==> config.mk <==
export PLATFORM = sky130hd
export DESIGN_NAME = const_loader
export DESIGN_NICKNAME = d
export VERILOG_FILES = /design/src/rtl/const_loader.sv
export SDC_FILE = /design/constraint.sdc
export NUM_CORES = 1
export LEC_CHECK = 0
export CORE_ASPECT_RATIO = 0.5
export CORE_MARGIN = 1
export CORE_UTILIZATION = 36
export CTS_CLUSTER_DIAMETER = 100
export CTS_CLUSTER_SIZE = 12
export DETAILED_ROUTE_END_ITERATION = 8
export PLACE_DENSITY = 0.77
export SLEW_MARGIN = 20
export SYNTH_ARGS = -nofsm -noshare
export SYNTH_HDL_FRONTEND = slang
export SYNTH_SLANG_ARGS = --single-unit
==> constraint.sdc <==
create_clock -name clk -period 1.7 [get_ports clk]
set_input_delay 0.425 -clock clk [delete_from_list [all_inputs] [get_ports clk]]
set_output_delay 0.425 -clock clk [all_outputs]
set_load 0.05 [all_outputs]
==> src/rtl/const_loader.sv <==
// Constant loader: walks a 5-bit mask, reads each selected constant from the
// registered constant ROM and writes it into the register RAM at base+index.
module const_loader #(
  parameter int WIDTH  = 198,
  parameter int RAM_AW = 6
) (
  input  logic              clk,
  input  logic              reset,
  input  logic              start,
  input  logic [4:0]        mask,
  input  logic [RAM_AW-1:0] base,
  output logic [5:0]        const_addr,
  input  logic [WIDTH-1:0]  const_out,
  input  logic              const_effective,
  output logic              ram_we,
  output logic [RAM_AW-1:0] ram_waddr,
  output logic [WIDTH-1:0]  ram_wdata,
  output logic              busy,
  output logic              done,
  output logic              error
);

  typedef enum logic [1:0] {
    IDLE,
    SCAN,
    WAIT,
    CAPTURE
  } state_t;

  state_t            state_q;
  logic [2:0]        idx_q;
  logic [2:0]        idx_d;
  logic [4:0]        mask_q;
  logic [RAM_AW-1:0] base_q;
  logic [RAM_AW-1:0] waddr_d;
  logic [5:0]        const_addr_q;
  logic              ram_we_q;
  logic [RAM_AW-1:0] ram_waddr_q;
  logic [WIDTH-1:0]  ram_wdata_q;
  logic              busy_q;
  logic              done_q;
  logic              error_q;

  // The write address wraps modulo 2^RAM_AW by construction of the adder width.
  assign idx_d   = idx_q + 3'd1;
  assign waddr_d = base_q + RAM_AW'(idx_q);

  always_ff @(posedge clk) begin
    if (reset) begin
      state_q      <= IDLE;
      idx_q        <= '0;
      mask_q       <= '0;
      base_q       <= '0;
      const_addr_q <= '0;
      ram_we_q     <= 1'b0;
      ram_waddr_q  <= '0;
      ram_wdata_q  <= '0;
      busy_q       <= 1'b0;
      done_q       <= 1'b0;
      error_q      <= 1'b0;
    end else begin
      ram_we_q <= 1'b0;
      done_q   <= 1'b0;
      case (state_q)
        IDLE: begin
          if (start) begin
            mask_q  <= mask;
            base_q  <= base;
            idx_q   <= '0;
            busy_q  <= 1'b1;
            error_q <= 1'b0;
            state_q <= SCAN;
          end
        end
        SCAN: begin
          if (idx_q == 3'd5) begin
            done_q  <= 1'b1;
            busy_q  <= 1'b0;
            state_q <= IDLE;
          end else if (mask_q[idx_q]) begin
            const_addr_q <= 6'd1 << idx_q;
            state_q      <= WAIT;
          end else begin
            idx_q <= idx_d;
          end
        end
        WAIT: begin
          state_q <= CAPTURE;
        end
        CAPTURE: begin
          // An ineffective read is flagged but never written, so RAM keeps its old word.
          if (const_effective) begin
            ram_we_q    <= 1'b1;
            ram_waddr_q <= waddr_d;
            ram_wdata_q <= const_out;
          end else begin
            error_q <= 1'b1;
          end
          const_addr_q <= '0;
          idx_q        <= idx_d;
          state_q      <= SCAN;
        end
        default: state_q <= IDLE;
      endcase
    end
  end

  assign const_addr = const_addr_q;
  assign ram_we     = ram_we_q;
  assign ram_waddr  = ram_waddr_q;
  assign ram_wdata  = ram_wdata_q;
  assign busy       = busy_q;
  assign done       = done_q;
  assign error      = error_q;

endmodule

==> summary.md, run 1 <==
| Metric | Value |
|---|---|
| Largest net degree at the start of global routing | 59 |
| DRT iter0 DRCs | 543 |
| Drt via density | 4.78 |
| HPWL after detailed placement | 19900 um |
| Vias in the first global route | 7904 |
| Avg WL per Cell | 15.6 um |
| Post-synth top area share | 55.7% |
| Run status | finished, final reports clean |
| Max-slew headroom | 69.3% |
| Hold slack | 0.259 ns |
| Ratio of cells with drive above 1 in the final layout | 21.2% |
| CTS tree | yes |
| Yosys reg bits | 230 |
| Mapped cell area | 8260 sq um |
| Grt ovf | 0 |
| Post-route minimum period | 1.66 ns |
| Via count | 8400 |
| Synth unique cells | 38 |
| Ys Warns | 0 |
| WP data required | 2.13 ns |
| Number of fill cells | 1906 |
| Clock root cell | clkbuf_16 |
| Register area share after synthesis | 55.7% |
| Nets@finish | 1687 |
| Pwr Density | 860 nW/um^2 |
| Core Region | 22100 sq um |
| Final ANT Viol Nets | 0 |
| Setup TNS | 0 ns |
| Clock buffer depth | 3 |
| CTS sink count | 230 |
| First-pass GRT wire length | 40100 um |
| Gate Count Post-Synth | 1036 |
| Initial antenna violation count | 0 |
| Antenna diodes | 0 |
| Initial core utilization | 37.4% |
| Post-DP Area | 12500 sq um |
| Leading area contributor after synthesis | dfxtp_1 |
| CTS Buf Count | 23 |
| Endpoints failing hold | 0 |
| Routed Wire Length | 27500 um |
| # rows | 38 |
| Placed cells | 1730 |
| First-pass detailed-route iteration total | 5 |
| CTS hold repair buffers | 0 |
| Slew Limit Fails | 0 |
| CTS clk-pin slew, worst paths | 0.06 ns |
| Die area | 23600 sq um |
| Gr usage total | 21.1% |
| Area contributors post-synth | dfxtp_1 56%, nand2_1 19%, a21oi_1 13%, clkbuf_1 2.5%, ha_1 2.0% |
| VDD IR max | 0.643 mV |
| Worst hold path type | input pin to register |
| Gpl congestion | 0.871 |
| Syn_nets | 1263 |
| Area growth syn-to-layout | 60.6% |
| Fin crit share | 97.7% |
| Critical Path Sink Type | register |
| RSZ-0062 raised after global routing | true |
| Finished Cell Area | 13300 sq um |
| DRC errors left | 0 |
| Finish-stage setup viols | 0 |
| Final std cells w/o fill | 1759 |
| Crit Path Class | register to register |
| Clock latency on the worst-skew pair | 0.51 ns |
| Layout Skew | 0.0195 ns |
| Startpoint types | register |
| I/O pins | 427 |
| Mapped Avg Cell Area | 7.97 sq um |
| PortBufs | 426 |
| Vert. Die Dim | 109 um |
| Die width | 216 um |
| Fmax | 602 MHz |
| Slew @ Worst Pin | 0.461 ns |
| Max Cap Viol | 0 |
| LEAKAGE | 5.13 nW |
| Max FO, Critical Path | 7 |
| H-tree depth | 1 |
| Arrival time at the worst endpoint | 2.09 ns |
## synthesized netlist by cell type
library cell and number:
buf_2 12, clkbuf_1 55, or3_1 2, nor2b_1 3, a41oi_4 1, and4b_1 1
o211ai_1 2, a21boi_0 1, buf_6 1, nand3_1 6, mux2_4 1, a21oi_1 222
dfxtp_1 230, xor2_1 1, buf_4 1, fa_1 1, nor2_1 13, buf_1 4
a31oi_1 1, a21o_1 1, nand2b_1 2, nand4_1 4, a211oi_1 3, and4bb_1 1
ha_1 13, inv_1 8, nor3_1 3, mux2i_1 1, a21bo_2 1, a311oi_1 1
nor3b_1 1, o21ai_0 4, xnor2_1 1, nand2_1 427, mux2_2 2, and2_1 3
a31oi_4 1, o21bai_1 1
## worst paths after layout
check                       end  slack, ns         start  cells after the start
hold reg to reg    ram_wdata[1]       0.45  ram_wdata[1]                      2
hold / removal         idx_q[2]       0.26         reset                      2
setup / recovery  const_addr[0]       0.04      idx_q[0]                      8
setup reg to reg  const_addr[0]       0.04      idx_q[0]                      8
## worst max-delay path, cell delays in order, from the launching register on
cell and delay [ns]:
dfxtp_2 0.32, buf_4 0.16, and4bb_1 0.32, a31oi_4 0.05, buf_4 0.17, a21boi_2 0.15, buf_4 0.14, nand4_1 0.12
a21oi_2 0.15
## state kept, by name, summed over array words and instances (netlist names)
name / count
ram_we: 1
const_addr: 6
mask_q: 5
done: 1
busy: 1
state_q: 2
idx_q: 3
ram_wdata: 198
base_q: 6
error: 1
ram_waddr: 6
## layout make-up
| type | instances | area [sq um] | area share (%) |
|---|---|---|---|
| clock buffers | 23 | 576 | 4.34 |
| clock inverters | 1 | 11.3 | 0.0848 |
| inverters | 8 | 30.0 | 0.226 |
| multi-input cells | 725 | 3400 | 25.6 |
| flip-flops and latches | 230 | 4610 | 34.7 |
| well taps | 300 | 375 | 2.83 |
| repair buffers | 472 | 4270 | 32.2 |
## report_power, final
group          internal (mW)  switching [mW]  leakage (nW)
Sequential              5.48          0.0570          1.86
Combinational          0.799           0.705          2.98
Clock                   2.39            1.97         0.289
## metrics by stage
stage / setup slack (ns) / utilization [%] / total power [mW]
after floorplan: 0.00861 / - / 6.25
after global placement: -0.213 / 56.9 / 7.05
after detailed placement: -0.211 / 56.9 / 7.08
after CTS: 0.00219 / 59.6 / 11.5
after global routing: -0.0253 / 60.2 / 11.9
final: 0.0386 / 60.2 / 11.4
## layer usage
| layer | up-vias | wire length [um] | GRT usage (%) |
|---|---|---|---|
| met4 | 0 | 744 | 7.14 |
| met2 | 229 | 14600 | 39.4 |
| met1 | 3939 | 10500 | 23.9 |
| li1 | 4177 | - | - |
| met3 | 55 | 1530 | 5.10 |
| met5 | - | 0 | 0 |
## cells by family (layout without fill, tap and decap cells)
| logic type | Yosys count | in the layout | share of synthesized area [%] |
|---|---|---|---|
| AOI/OAI and AO/OA | 239 | 239 | 15.3 |
| xor gates and xnor gates | 2 | 2 | 0.212 |
| adders and majority gates | 14 | 14 | 2.21 |
| buffers and inverters | 81 | 504 | 4.00 |
| DFF | 230 | 230 | 55.7 |
| muxes | 4 | 4 | 0.575 |
| and+or+nand+nor | 466 | 466 | 22.0 |
## timing repair
action                                  in CTS  in global routing
resized for setup                            6                 14
endpoints found under the setup margin      13                 60
setup buffers                                0                  4
pin swaps                                    0                  8
cloned                                       0                  1
hold endpoints to repair                     0                  0
## placed cells by master (no fill, tap or decap), types with 2 or more instances in the layout
master           netlist  final
nand3_1                6      6
inv_1                  8      6
a21oi_1              222    219
nand4_1                4      4
ha_1                  13     10
buf_12                 0     14
inv_2                  0      2
nand2_1              427    426
nor3_1                 3      2
and2_1                 3      2
o21ai_0                4      3
clkbuf_16              0     24
mux2_2                 2      2
clkdlybuf4s50_1        0    211
a21oi_2                0      3
a31oi_4                1      2
o211ai_1               2      2
or3_1                  2      2
nor2_1                13     12
dfxtp_1              230    228
buf_4                  1    245
ha_2                   0      2
a211oi_1               3      3
nand2b_1               2      2
nor2b_1                3      2
Note: power is estimated with default switching activity, not from simulation.
==> inputs of run 2 (changes only) <==
--- a/config.mk
+++ b/config.mk
@@ -12,6 +12,7 @@
 export CTS_CLUSTER_SIZE = 12
 export DETAILED_ROUTE_END_ITERATION = 8
 export PLACE_DENSITY = 0.77
+export SETUP_SLACK_MARGIN = 0.1
 export SLEW_MARGIN = 20
 export SYNTH_ARGS = -nofsm -noshare
 export SYNTH_HDL_FRONTEND = slang
==> run 2 against run 1 <==
Sequential share of layout area is 0.39 points lower. Flip-flop and latch count stayed put. Non-clock buffer count grew 4. Combinational power hardly changed. Clock-buffer cell count increased by 1. Clock power is essentially flat. Cell count rose by 0.34%. Clock skew fell by 0.0084 ns. Largest cell class unchanged.
==> summary.md, run 2 (same netlist as run 1, synthesis figures left out) <==
| Metric | Value |
|---|---|
| Run status | finished, final reports clean (unchanged) |
| Max Cap Viol | 0 (unchanged) |
| Slew @ Worst Pin | 0.284 ns (was 0.461 ns) |
| Slew Limit Fails | 0 (unchanged) |
| Critical Path Start | idx_q[1] (was idx_q[0]) |
| Worst Reg-to-Reg Cells | 5 (was 8) |
| Finish-stage setup viols | 0 (unchanged) |
| VDD IR max | 0.626 mV (was 0.643 mV) |
| Crit path capture | idx_q[2] (was const_addr[0]) |
| Max-slew headroom | 81.1% (was 69.3%) |
| Fmax | 621 MHz (was 602 MHz) |
| Commonest non-fill, non-tap cell in the layout | nand2_1 (unchanged) |
| I/O pins | 427 (unchanged) |
| CTS hold repair buffers | 0 (unchanged) |
| Layout Skew | 0.0111 ns (was 0.0195 ns) |
| Clock root cell | clkbuf_16 (unchanged) |
| DRC errors left | 0 (unchanged) |
| Startpoint types | register (unchanged) |
| Hold Crit Depth | 2 (unchanged) |
| Nets@finish | 1691 (was 1687) |
| Area growth syn-to-layout | 62.7% (was 60.6%) |
| HPWL after detailed placement | 19800 um (was 19900 um) |
| Max FO, Critical Path | 6 (was 7) |
| LEAKAGE | 5.18 nW (was 5.13 nW) |
| Fin crit share | 94.7% (was 97.7%) |
| CTS Buf Count | 23 (unchanged) |
| Drt via density | 4.78 (about the same) |
| Initial core utilization | 37.4% (unchanged) |
| Fin util | 60.9% (was 60.2%) |
| Die width | 216 um (unchanged) |
| Setup slack after layout | 0.0909 ns (was 0.0386 ns) |
| Avg WL per Cell | 15.6 um (about the same) |
| Pwr Density | 853 nW/um^2 (was 860 nW/um^2) |
| Hold slack | 0.245 ns (was 0.259 ns) |
| Critical Path Sink Type | register (unchanged) |
| First-pass GRT wire length | 40300 um (was 40100 um) |
| Vias in the first global route | 7835 (was 7904) |
| Largest register FFs | 198 (unchanged) |
| Endpoints failing hold | 0 (unchanged) |
| Worst hold path type | input pin to register (unchanged) |
| Number of fill cells | 1907 (was 1906) |
| Gr usage total | 21.2% (was 21.1%) |
| Commonest non-fill, non-tap cells in the layout | 426 x nand2_1, 242 x buf_4, 225 x dfxtp_1 (was 426 x nand2_1, 245 x buf_4, 228 x dfxtp_1) |
| Reg-to-Reg End | idx_q[2] (was const_addr[0]) |
| Routed Wire Length | 27500 um (about the same) |
| H-tree depth | 1 (unchanged) |
| CTS sink count | 230 (unchanged) |
| Post-route minimum period | 1.61 ns (was 1.66 ns) |
| PortBufs | 426 (unchanged) |
| RSZ-0062 raised after global routing | true (unchanged) |
| WP data required | 2.14 ns (was 2.13 ns) |
| Grt ovf | 0 (unchanged) |
| Vert. Die Dim | 109 um (unchanged) |
| R2R Setup Slk | 0.09 ns (was 0.04 ns) |
| Largest net degree at the start of global routing | 62 (was 59) |
| Overall Power | 11.5 mW (was 11.4 mW) |
| Worst reg2reg path startpoint | idx_q[1] (was idx_q[0]) |
| Core Region | 22100 sq um (unchanged) |
| Initial antenna violation count | 1 (was 0) |
| CTS clk-pin slew, worst paths | 0.06 ns (about the same) |
| Post-DP Area | 12600 sq um (was 12500 sq um) |
| First-pass detailed-route iteration total | 5 (unchanged) |
| Clock buffer depth | 3 (unchanged) |
| Pre-CTS setup slack | -0.248 ns (was -0.211 ns) |
| Final ANT Viol Nets | 0 (unchanged) |
| CTS tree | yes (unchanged) |
| DRT iter0 DRCs | 565 (was 543) |
| Crit Path Class | register to register (unchanged) |
| Finished Cell Area | 13400 sq um (was 13300 sq um) |
| Ratio of cells with drive above 1 in the final layout | 22.1% (was 21.2%) |
| # rows | 38 (unchanged) |
| Via count | 8433 (was 8400) |
| Arrival time at the worst endpoint | 2.05 ns (was 2.09 ns) |
| Clock latency on the worst-skew pair | 0.50 ns (was 0.51 ns) |
| Gpl congestion | 0.846 (was 0.871) |
| Die area | 23600 sq um (unchanged) |
## run 2: final cells by class
class                      instances  area, sq um  area share (%)
sequential                       230         4620            34.3
timing repair buffer             476         4380            32.6
multi-input combinational        725         3440            25.6
clock buffer                      24          579            4.31
tap                              300          375            2.79
inverter                           8         30.0           0.223
clock inverter                     1         11.3          0.0838
antenna                            1         2.50          0.0186
## run 2: layer usage
layer  up-vias  routed length (um)  global-route usage [%]
met5         -                   0                       0
met4         0                 799                    7.29
met3        53                1280                    3.77
met2       226               14500                    38.6
met1      3966               11000                    25.5
li1       4188                   -                       -
## run 2: power breakdown
| group | switching (mW) | internal [mW] |
|---|---|---|
| Combinational | 0.703 | 0.831 |
| Clock | 1.99 | 2.40 |
| Sequential | 0.0638 | 5.48 |
| Total | 2.75 | 8.72 |
## run 2: worst min-delay path by stage
stage,start,end
after floorplan,mask_q[4],mask_q[4]
final,reset,ram_waddr[2]
after CTS,reset,idx_q[0]
after global placement,ram_waddr[3],ram_waddr[3]
after global routing,reset,idx_q[0]
after detailed placement,ram_wdata[22],ram_wdata[22]
## run 2: worst max-delay path, stage by stage, from the launching register on
cell and delay [ns]:
dfxtp_4 0.39, mux2_4 0.32, a31oi_4 0.22, a41oi_4 0.15, or3_1 0.34, a21oi_2 0.12
## run 2: timing repair
action,in CTS,in global routing
pin swaps,5,6
gates resized for setup,12,18
hold endpoints to repair,0,0
setup buffers,3,6
gates cloned,0,2
setup endpoints to repair,19,208
## run 2: per-stage QoR
stage / TNS (ns) / std cells
global placement: -1.49 / 1728
CTS: 0 / 1756
finish: 0 / 1765
global route: 0 / 1765
detailed placement: -5.23 / 1728
floorplan: 0 / 1036
==> inputs of run 3 (changes only) <==
--- a/config.mk
+++ b/config.mk
@@ -11,6 +11,7 @@
 export CTS_CLUSTER_DIAMETER = 100
 export CTS_CLUSTER_SIZE = 12
 export DETAILED_ROUTE_END_ITERATION = 8
+export HOLD_SLACK_MARGIN = 0.03
 export PLACE_DENSITY = 0.77
 export SETUP_SLACK_MARGIN = 0.1
 export SLEW_MARGIN = 20
==> results of run 3 <==
The final DEF is identical to that of run 2; final timing and power are the same.
